<file path="config.mk">
export PLATFORM = sky130hd
export DESIGN_NAME = mano_io_terminal
export DESIGN_NICKNAME = d
export VERILOG_FILES = /design/src/rtl/mano_io_terminal.sv
export SDC_FILE = /design/constraint.sdc
export NUM_CORES = 1
export LEC_CHECK = 0
export ABC_AREA = 0
export CAP_MARGIN = 20
export CORE_AREA = 2 2 77 79
export CTS_BUF_LIST = sky130_fd_sc_hd__clkbuf_16
export DETAILED_ROUTE_END_ITERATION = 12
export DIE_AREA = 0 0 79 81
export PLACE_DENSITY = 0.76
export REMOVE_ABC_BUFFERS = 1
export SLEW_MARGIN = 15
export SYNTH_ARGS = -nofsm -noshare
export SYNTH_HDL_FRONTEND = slang
export SYNTH_SLANG_ARGS = --single-unit
</file>
<file path="constraint.sdc">
create_clock -name io_clock -period 2.3 [get_ports io_clock]
set_input_delay 0.46 -clock io_clock [delete_from_list [all_inputs] [get_ports io_clock]]
set_output_delay 0.46 -clock io_clock [all_outputs]
set_load 0.01 [all_outputs]
</file>
<file path="src/rtl/mano_io_terminal.sv">
// Mano machine character terminal, device side.
// Host bytes are queued in a small FIFO and handed to the CPU one at a time
// through INPR/FGI. CPU output characters are taken from OUTR when the CPU
// clears FGO, forwarded to the host over a valid/ready port, and FGO is
// re-armed after a fixed busy delay. The two directions are independent.
module mano_io_terminal #(
    parameter int par_in_depth  = 4,
    parameter int par_out_delay = 8
) (
    input  logic       io_clock,
    input  logic       io_reset,
    input  logic       io_fgi,
    input  logic       io_fgo,
    input  logic [7:0] io_outr,
    output logic       io_fgiset,
    output logic       io_fgoset,
    output logic [7:0] io_inpr,
    input  logic [7:0] rx_data,
    input  logic       rx_valid,
    output logic       rx_ready,
    output logic [7:0] tx_data,
    output logic       tx_valid,
    input  logic       tx_ready
);

    localparam int PW = (par_in_depth > 1) ? $clog2(par_in_depth) : 1;
    localparam int CW = (par_out_delay > 1) ? $clog2(par_out_delay) : 1;
    localparam logic [PW:0]   FIFO_FULL = (PW + 1)'(par_in_depth);
    localparam logic [CW-1:0] BUSY_LOAD = CW'(par_out_delay - 1);

    typedef enum logic [1:0] {
        IN_IDLE,
        IN_SET,
        IN_WAIT_SET,
        IN_WAIT_CLR
    } in_state_t;

    typedef enum logic [2:0] {
        OUT_INIT,
        OUT_ARM,
        OUT_WAIT_SET,
        OUT_WAIT_CLR,
        OUT_SEND,
        OUT_BUSY
    } out_state_t;

    // FIFO storage and bookkeeping
    logic [7:0]    mem_q [par_in_depth];
    logic [PW-1:0] wr_ptr_q, wr_ptr_d;
    logic [PW-1:0] rd_ptr_q, rd_ptr_d;
    logic [PW:0]   count_q, count_d;
    logic [7:0]    fifo_head;
    logic          push;
    logic          pop;

    // Input path
    in_state_t     in_state_q;
    logic          fgiset_q;
    logic [7:0]    inpr_q;

    // Output path
    out_state_t    out_state_q;
    logic          fgoset_q;
    logic          tx_valid_q;
    logic [7:0]    tx_data_q;
    logic [CW-1:0] busy_cnt_q;

    // The FIFO is never popped while empty: IN_WAIT_CLR is only reachable
    // after a byte was taken from a non-empty FIFO, and that byte stays at
    // the head until this pop.
    assign rx_ready  = (count_q != FIFO_FULL);
    assign push      = rx_valid && rx_ready;
    assign pop       = (in_state_q == IN_WAIT_CLR) && !io_fgi;
    assign fifo_head = mem_q[rd_ptr_q];

    // Next-state for FIFO pointers and occupancy; push+pop keeps the count.
    always_comb begin
        wr_ptr_d = wr_ptr_q;
        rd_ptr_d = rd_ptr_q;
        count_d  = count_q;
        if (push) begin
            wr_ptr_d = wr_ptr_q + PW'(1);
        end
        if (pop) begin
            rd_ptr_d = rd_ptr_q + PW'(1);
        end
        case ({push, pop})
            2'b10:   count_d = count_q + (PW + 1)'(1);
            2'b01:   count_d = count_q - (PW + 1)'(1);
            default: count_d = count_q;
        endcase
    end

    // FIFO control registers; reset discards any queued bytes.
    always_ff @(posedge io_clock or posedge io_reset) begin
        if (io_reset) begin
            wr_ptr_q <= '0;
            rd_ptr_q <= '0;
            count_q  <= '0;
        end else begin
            wr_ptr_q <= wr_ptr_d;
            rd_ptr_q <= rd_ptr_d;
            count_q  <= count_d;
        end
    end

    // FIFO data array; contents are don't-care until written.
    always_ff @(posedge io_clock) begin
        if (push) begin
            mem_q[wr_ptr_q] <= rx_data;
        end
    end

    // Input FSM: present the FIFO head on INPR, pulse FGI set, then wait for
    // the CPU to see the flag and later clear it with INP before popping.
    always_ff @(posedge io_clock or posedge io_reset) begin
        if (io_reset) begin
            in_state_q <= IN_IDLE;
            fgiset_q   <= 1'b0;
            inpr_q     <= 8'h00;
        end else begin
            fgiset_q <= 1'b0;
            case (in_state_q)
                IN_IDLE: begin
                    // A stale FGI (CPU has not read the previous character)
                    // holds the next byte back.
                    if ((count_q != '0) && !io_fgi) begin
                        inpr_q     <= fifo_head;
                        fgiset_q   <= 1'b1;
                        in_state_q <= IN_SET;
                    end
                end
                IN_SET: begin
                    in_state_q <= IN_WAIT_SET;
                end
                IN_WAIT_SET: begin
                    if (io_fgi) begin
                        in_state_q <= IN_WAIT_CLR;
                    end
                end
                IN_WAIT_CLR: begin
                    if (!io_fgi) begin
                        in_state_q <= IN_IDLE;
                    end
                end
                default: begin
                    in_state_q <= IN_IDLE;
                end
            endcase
        end
    end

    // Output FSM: announce ready with an FGO set pulse, capture OUTR when the
    // CPU clears FGO, hand the byte to the host, then stay busy before re-arming.
    always_ff @(posedge io_clock or posedge io_reset) begin
        if (io_reset) begin
            out_state_q <= OUT_INIT;
            fgoset_q    <= 1'b0;
            tx_valid_q  <= 1'b0;
            tx_data_q   <= 8'h00;
            busy_cnt_q  <= '0;
        end else begin
            fgoset_q <= 1'b0;
            case (out_state_q)
                OUT_INIT: begin
                    // Leaves reset with the pulse low, then arms on the first edge.
                    fgoset_q    <= 1'b1;
                    out_state_q <= OUT_ARM;
                end
                OUT_ARM: begin
                    out_state_q <= OUT_WAIT_SET;
                end
                OUT_WAIT_SET: begin
                    if (io_fgo) begin
                        out_state_q <= OUT_WAIT_CLR;
                    end
                end
                OUT_WAIT_CLR: begin
                    // OUTR was written on the same CPU edge that cleared FGO.
                    if (!io_fgo) begin
                        tx_data_q   <= io_outr;
                        tx_valid_q  <= 1'b1;
                        out_state_q <= OUT_SEND;
                    end
                end
                OUT_SEND: begin
                    if (tx_ready) begin
                        tx_valid_q  <= 1'b0;
                        busy_cnt_q  <= BUSY_LOAD;
                        out_state_q <= OUT_BUSY;
                    end
                end
                OUT_BUSY: begin
                    // Loaded with delay-1 so the pulse lands exactly
                    // par_out_delay edges after the handshake.
                    if (busy_cnt_q == '0) begin
                        fgoset_q    <= 1'b1;
                        out_state_q <= OUT_ARM;
                    end else begin
                        busy_cnt_q <= busy_cnt_q - CW'(1);
                    end
                end
                default: begin
                    out_state_q <= OUT_INIT;
                end
            endcase
        end
    end

    assign io_fgiset = fgiset_q;
    assign io_inpr   = inpr_q;
    assign io_fgoset = fgoset_q;
    assign tx_valid  = tx_valid_q;
    assign tx_data   = tx_data_q;

endmodule

</file>
## After elaboration in Yosys (flattened, before gate mapping)

Memory sizes are Yosys's and may differ from the RTL's. A register that Yosys moved wholly into a read port is not among the register bits.
Cells that the tools add are included.
W data, S select, Z words.

| cells by class | value |
|---|---|
| multiplexer cells | 22 |
| equality and inequality tests | 19 |
| reductions and logical operators | 17 |
| add/sub/neg operators | 5 |
| bitwise logic cells | 1 |

Operators by type and width:

| kind | count |
|---|---|
| $mux W3 | 6 |
| $pmux W3 S6 | 1 |
| $ne A2 B2 Y1 const B | 8 |
| $pmux W3 S2 | 2 |
| $reduce_and A3 Y1 | 3 |
| $pmux W2 S4 | 1 |
| $mux W1 | 7 |
| $eq A2 B2 Y1 const B | 3 |
| $eq A3 B2 Y1 const B | 2 |
| $eq A3 B3 Y1 const B | 2 |
| $logic_not A3 Y1 | 2 |
| $mux W2 | 3 |
| $reduce_bool A2 Y1 | 3 |
| $sub A3 B1 Y3 const B | 2 |
| $add A2 B1 Y2 const B | 2 |
| $eq A2 B1 Y1 const B | 2 |
| $pmux W1 S2 | 2 |
| $reduce_and A2 Y1 | 2 |
| $reduce_and A4 Y1 | 1 |
| $add A3 B1 Y3 const B | 1 |
| $eq A3 B1 Y1 const B | 1 |
| $logic_and A1 B1 Y1 | 3 |
| $ne A3 B3 Y1 const B | 1 |
| $reduce_bool A3 Y1 | 1 |
| other kinds (3) | 3 |

| storage, ports and cells | value |
|---|---|
| register bits | 26 |
| output and inout bits | 20 |
| logic and storage cells | 75 |
| memories kept | 1 |
| bits in writable memories | 32 |

Memory list:

| name | words | bits a word | rd ports | clocked after memory_dff | wr ports | RTL line | source |
|---|---|---|---|---|---|---|---|
| mem_q | 4 | 8 | 1 | 1 | 1 | 48 | `logic [7:0] mem_q [par_in_depth];` |

## Logic depth before layout (Yosys ltp)

| logic depth | value |
|---|---|
| word-level depth | 4 |
| depth in mapped cells | 10 |
| depth with buffers taken out | 10 |

## Worst setup path before layout

No wires, ideal clock.

| path | value |
|---|---|
| path type | register to register |
| from | register count_q[0] |
| to | register count_q[2] |
| path buffers | 0 |
| path slack | 0.301 ns |
| arrival | 1.920 ns |
| period minus slack after synthesis | 1.999 ns |
| setup time | 0.079 ns |
| stages on the path, launching flop included | 11 |
| data required time | 2.221 ns |
| cell sequence | dfrtp_1 inv_1 nand3_1 and2_1 inv_1 ha_1 inv_1 fa_1 xor2_1 nor2_1 xor2_1 |

| on the way | value |
|---|---|
| longest elaborated chain between the ends | 4 |
| elaborated cells on any way between the ends | 8 |

RTL lines:

| item | RTL line | source |
|---|---|---|
| start: declaration | 51 | `logic [PW:0] count_q, count_d;` |
| start signal: assignment | 103 | `count_q <= count_d;` |
| $ne A3 B3 Y1 (*) | 71 | `assign rx_ready = (count_q != FIFO_FULL);` |
| named net rx_ready | 20 | `output logic rx_ready,` |
| $logic_and A1 B1 Y1 (*) | 72 | `assign push = rx_valid && rx_ready;` |
| $eq A2 B1 Y1 / $eq A2 B2 Y1 (equally long branches) | 87 | `case ({push, pop})` |
| $pmux W3 S2 / $reduce_bool A2 Y1 (equally long branches) | - |  |

Mark *: on every way through the listed nets, which the timed path passes. The rest lies on a longest branch.
A chain may end at the register's enable or synchronous reset.

## Worst setup path after layout

| path | value |
|---|---|
| from | register count_q[1] |
| to | register count_q[2] |

| on the way | value |
|---|---|
| longest elaborated chain between the ends | 4 |
| elaborated cells on any way between the ends | 8 |

RTL lines:

| item | RTL line |
|---|---|
| $ne A3 B3 Y1 | 71 |
| $logic_and A1 B1 Y1 | 72 |
| $eq A2 B1 Y1 / $eq A2 B2 Y1 (equally long branches) | 87 |
| $pmux W3 S2 / $reduce_bool A2 Y1 (equally long branches) | - |

Several ways; a longest one is shown, not always the timed one.

==> metrics.md <==
| Metric | Value |
|---|---|
| Status | `finished clean` |
| CTS tree | `done` |
| Skew final | `4.707 ps` |
| Pre-CTS WS | `-17.84 ps` |
| CP max FO | `6` |
| Hold buffers post-CTS | `0` |
| Syn Area/Cell | `15.45 um2` |
| Worst setup SP type | `flip-flop` |
| Worst Setup SP | `count_q[1]` |
| Final setup vio count | `0` |
| Insertion delay to the later sink of the worst-skew pair | `320 ps` |
| Total I/O pin count | `42` |
| Hold crit path type | `reg -> reg` |
| H-tree depth | `3` |
| #FFs+latches synth | `66` |
| Netlist cell types | `33` |
| Worst r2r src | `count_q[1]` |
| CTS Buf Count | `9` |
| Placed Instance Area | `3326 um2` |
| Largest net degree at the start of global routing | `35` |
| IO Port Bufs | `41` |
| Final Hold Viols | `0` |
| Min cycle time layout | `2110 ps` |
| Final worst slack | `190.4 ps` |
| Final nets | `268` |
| Synthesized area | `2828 um2` |
| Clock Path Buffers | `2` |
| Placed Cells | `298` |
| CP max-delay cell | `dfrtp_1` |
| Layout filler cell count | `422` |
| Clk sinks | `66` |
| Row count | `28` |
| Vias in the first global route | `1,665` |
| GRT overflow | `0` |
| Vias per cell | `5.124` |
| Most Frequent Cell on Critical Path | `inv_1` |
| Async set-reset flop share out of synthesis | `51.52%` |
| Root Driver | `clkbuf_16` |
| RSZ-0062 raised after global routing | `no` |
| CP Data Arrival Time | `2350 ps` |
| Worst path required time | `2540 ps` |
| PwrDens | `1396 nW/um2` |
| Area contributors post-synth | `edfxtp_1 (34%), dfrtp_1 (30%), mux4_2 (6.4%)` |
| Type of the worst setup path | `reg -> reg` |
| Max cap viols | `0` |
| Initial Util | `49.82%` |
| Slew Viols, Final | `0` |
| Die Width | `79 um` |
| Worst min-delay path startpoint | `count_q[0]` |
| Area of the multi-input gates | `934.6 um2` |
| Area Overhead vs Synth | `29.69%` |
| Clk slew on worst S/H paths | `50 ps` |
| Power Total | `5.119 mW` |
| CP peak stage delay | `400 ps` |
| Initial DRC count | `71` |
| EDFF count, synth | `32` |
| Diodes inserted | `0` |
| Total Neg Setup Slack | `0 ps` |
| Final Cell Area | `3667 um2` |
| Ratio of cells with drive above 1 in the final layout | `19.67%` |
| FMAX | `0.4740 GHz` |
| Non-filler cells, final | `314` |
| Syn. warnings | `0` |
| Post-DP HPWL | `3192 um` |
| Seq/Total Area, Yosys | `64.07%` |
| Vias | `1,609` |
| Max VDD drop | `0.6734 mV` |
| Leakage | `1.500 nW` |
| Remaining DRCs | `0` |
| Die Y-Extent | `81 um` |
| Period utilisation layout | `91.72%` |
| Pre-Repair DR Iteration Count | `4` |
| Share of the synthesized area in the top cell type | `33.98%` |
| Post-CTS Setup Repair Bufs | `0` |
| Worst-Margin Slew | `585.6 ps` |
| Yosys top cell by area | `edfxtp_1` |
| First-pass GRT wire length | `7969 um` |
| Final WL | `4789 um` |
| Synth Flop Type | `dfrtp_1` |
| Post_cts resized | `0` |
| Core Footprint | `5675 um2` |
| Worst setup EP type | `flip-flop` |
| FF/Latch Area | `1812 um2` |
| Antenna Nets Post-Route | `0` |
| Die area | `6399 um2` |
| CP Cell Sequence | `inv_1 > nand3_1 > and2_1 > inv_1 > ha_1 > inv_1 > fa_1 > xor2_1 > nor2_1 > xor2_1` |
| GPL Wtd Cong | `0.7834` |
| Total track usage | `16.95%` |
| Syn Inst Count | `183` |
| Initial antenna violation count | `0` |
| Drt wl/cell | `15.25 um` |
| Slew headroom | `60.96%` |
==> per-layer routing <==
metal | vias to the layer above | wire [um] | track usage, % | part of all wire, %
met1 | 791 | 1981 | 19.97 | 41
li1 | 769 | - | - | -
met3 | 10 | 297 | 5.111 | 6.2
met5 | - | 0 | 0 | 0
met4 | 0 | 89 | 8.276 | 1.9
met2 | 39 | 2420 | 28.56 | 51
==> cell usage after synthesis, types with 2 or more instances <==
cell / count
mux4_2: 8
dfrtp_1: 34
nand3b_1: 2
nor3_1: 2
and3_1: 5
inv_1: 12
edfxtp_1: 32
nor2b_1: 3
nand2b_1: 3
a21oi_1: 5
nor2_1: 10
mux2_4: 8
a21o_1: 2
xor2_1: 3
xnor2_1: 3
nand3_1: 4
mux2_2: 10
buf_2: 2
ha_1: 11
o21ai_0: 6
buf_6: 2
nand2_1: 5
==> area by class of cell <==
cell class	instances	area share, %
inverters	12	1.228
multi-input cells	100	25.49
clock buffers	9	6.141
clock inverters	7	3.173
well taps	75	2.559
repair buffers	45	12.01
flip-flops and latches	66	49.40
==> registers in the layout, summed over array words and instances (netlist names) <==
register	flops
rd_ptr_q	2
busy_cnt_q	3
tx_valid	1
io_inpr	8
in_state_q	2
tx_data	8
count_q	3
out_state_q	3
wr_ptr_q	2
io_fgiset	1
mem_q	32
io_fgoset	1
==> cell families (layout without fill, tap and decap cells) <==
| group | Yosys count | in the layout | synth area share (%) |
|---|---|---|---|
| adders and majority gates | 12 | 12 | 5.575 |
| buffers and inverters | 17 | 73 | 2.876 |
| and+or+nand+nor | 38 | 38 | 7.124 |
| xor gates and xnor gates | 6 | 6 | 1.859 |
| DFF | 66 | 66 | 64.07 |
| AOI/OAI and AO/OA | 18 | 18 | 3.894 |
| muxes | 26 | 26 | 14.60 |
==> layout by cell type (no fill, tap or decap), types with 4 or more instances in the layout <==
cell             netlist  final
mux2_4                 8      8
nor2_1                10     10
clkbuf_16              0      9
dfrtp_1               34     34
buf_4                  0      4
inv_1                 12     12
ha_1                  11     11
a21oi_1                5      5
clkdlybuf4s50_1        0     41
nand2_1                5      5
edfxtp_1              32     32
and3_1                 5      5
mux2_2                10     10
mux4_2                 8      8
nand3_1                4      4
o21ai_0                6      6
==> per-stage QoR <==
step | hold slack [ps] | utilization [%]
detailed placement | 486.9 | 58.60
global route | 516.8 | 64.62
finish | 491.5 | 64.62
CTS | 496.4 | 64.62
global placement | 482.4 | 58.60
floorplan | 459.6 | -
==> path summary, 6_finish.rpt <==
kind,end,slack [ps],depth (start not counted)
max,count_q[2],190,10
min,count_q[0],490,1
max reg2reg,count_q[2],190,10
min reg2reg,count_q[0],490,1
max in group asynchronous,count_q[2],1460,3
min in group asynchronous,out_state_q[0],540,3
==> report_power, final <==
group          internal, mW  switching, mW
combinational         0.956          0.641
sequential             1.66          0.311
clock                  1.06          0.490
==> critical path: cells and delay by family, from the launching register on <==
kind / cells / cell delay [ps]
buf+inv: 3 / 240
xor+xnor: 2 / 300
fa+ha+maj: 2 / 560
simple gates: 3 / 510
flops: 1 / 400
Note: power is estimated with default switching activity, not from simulation.
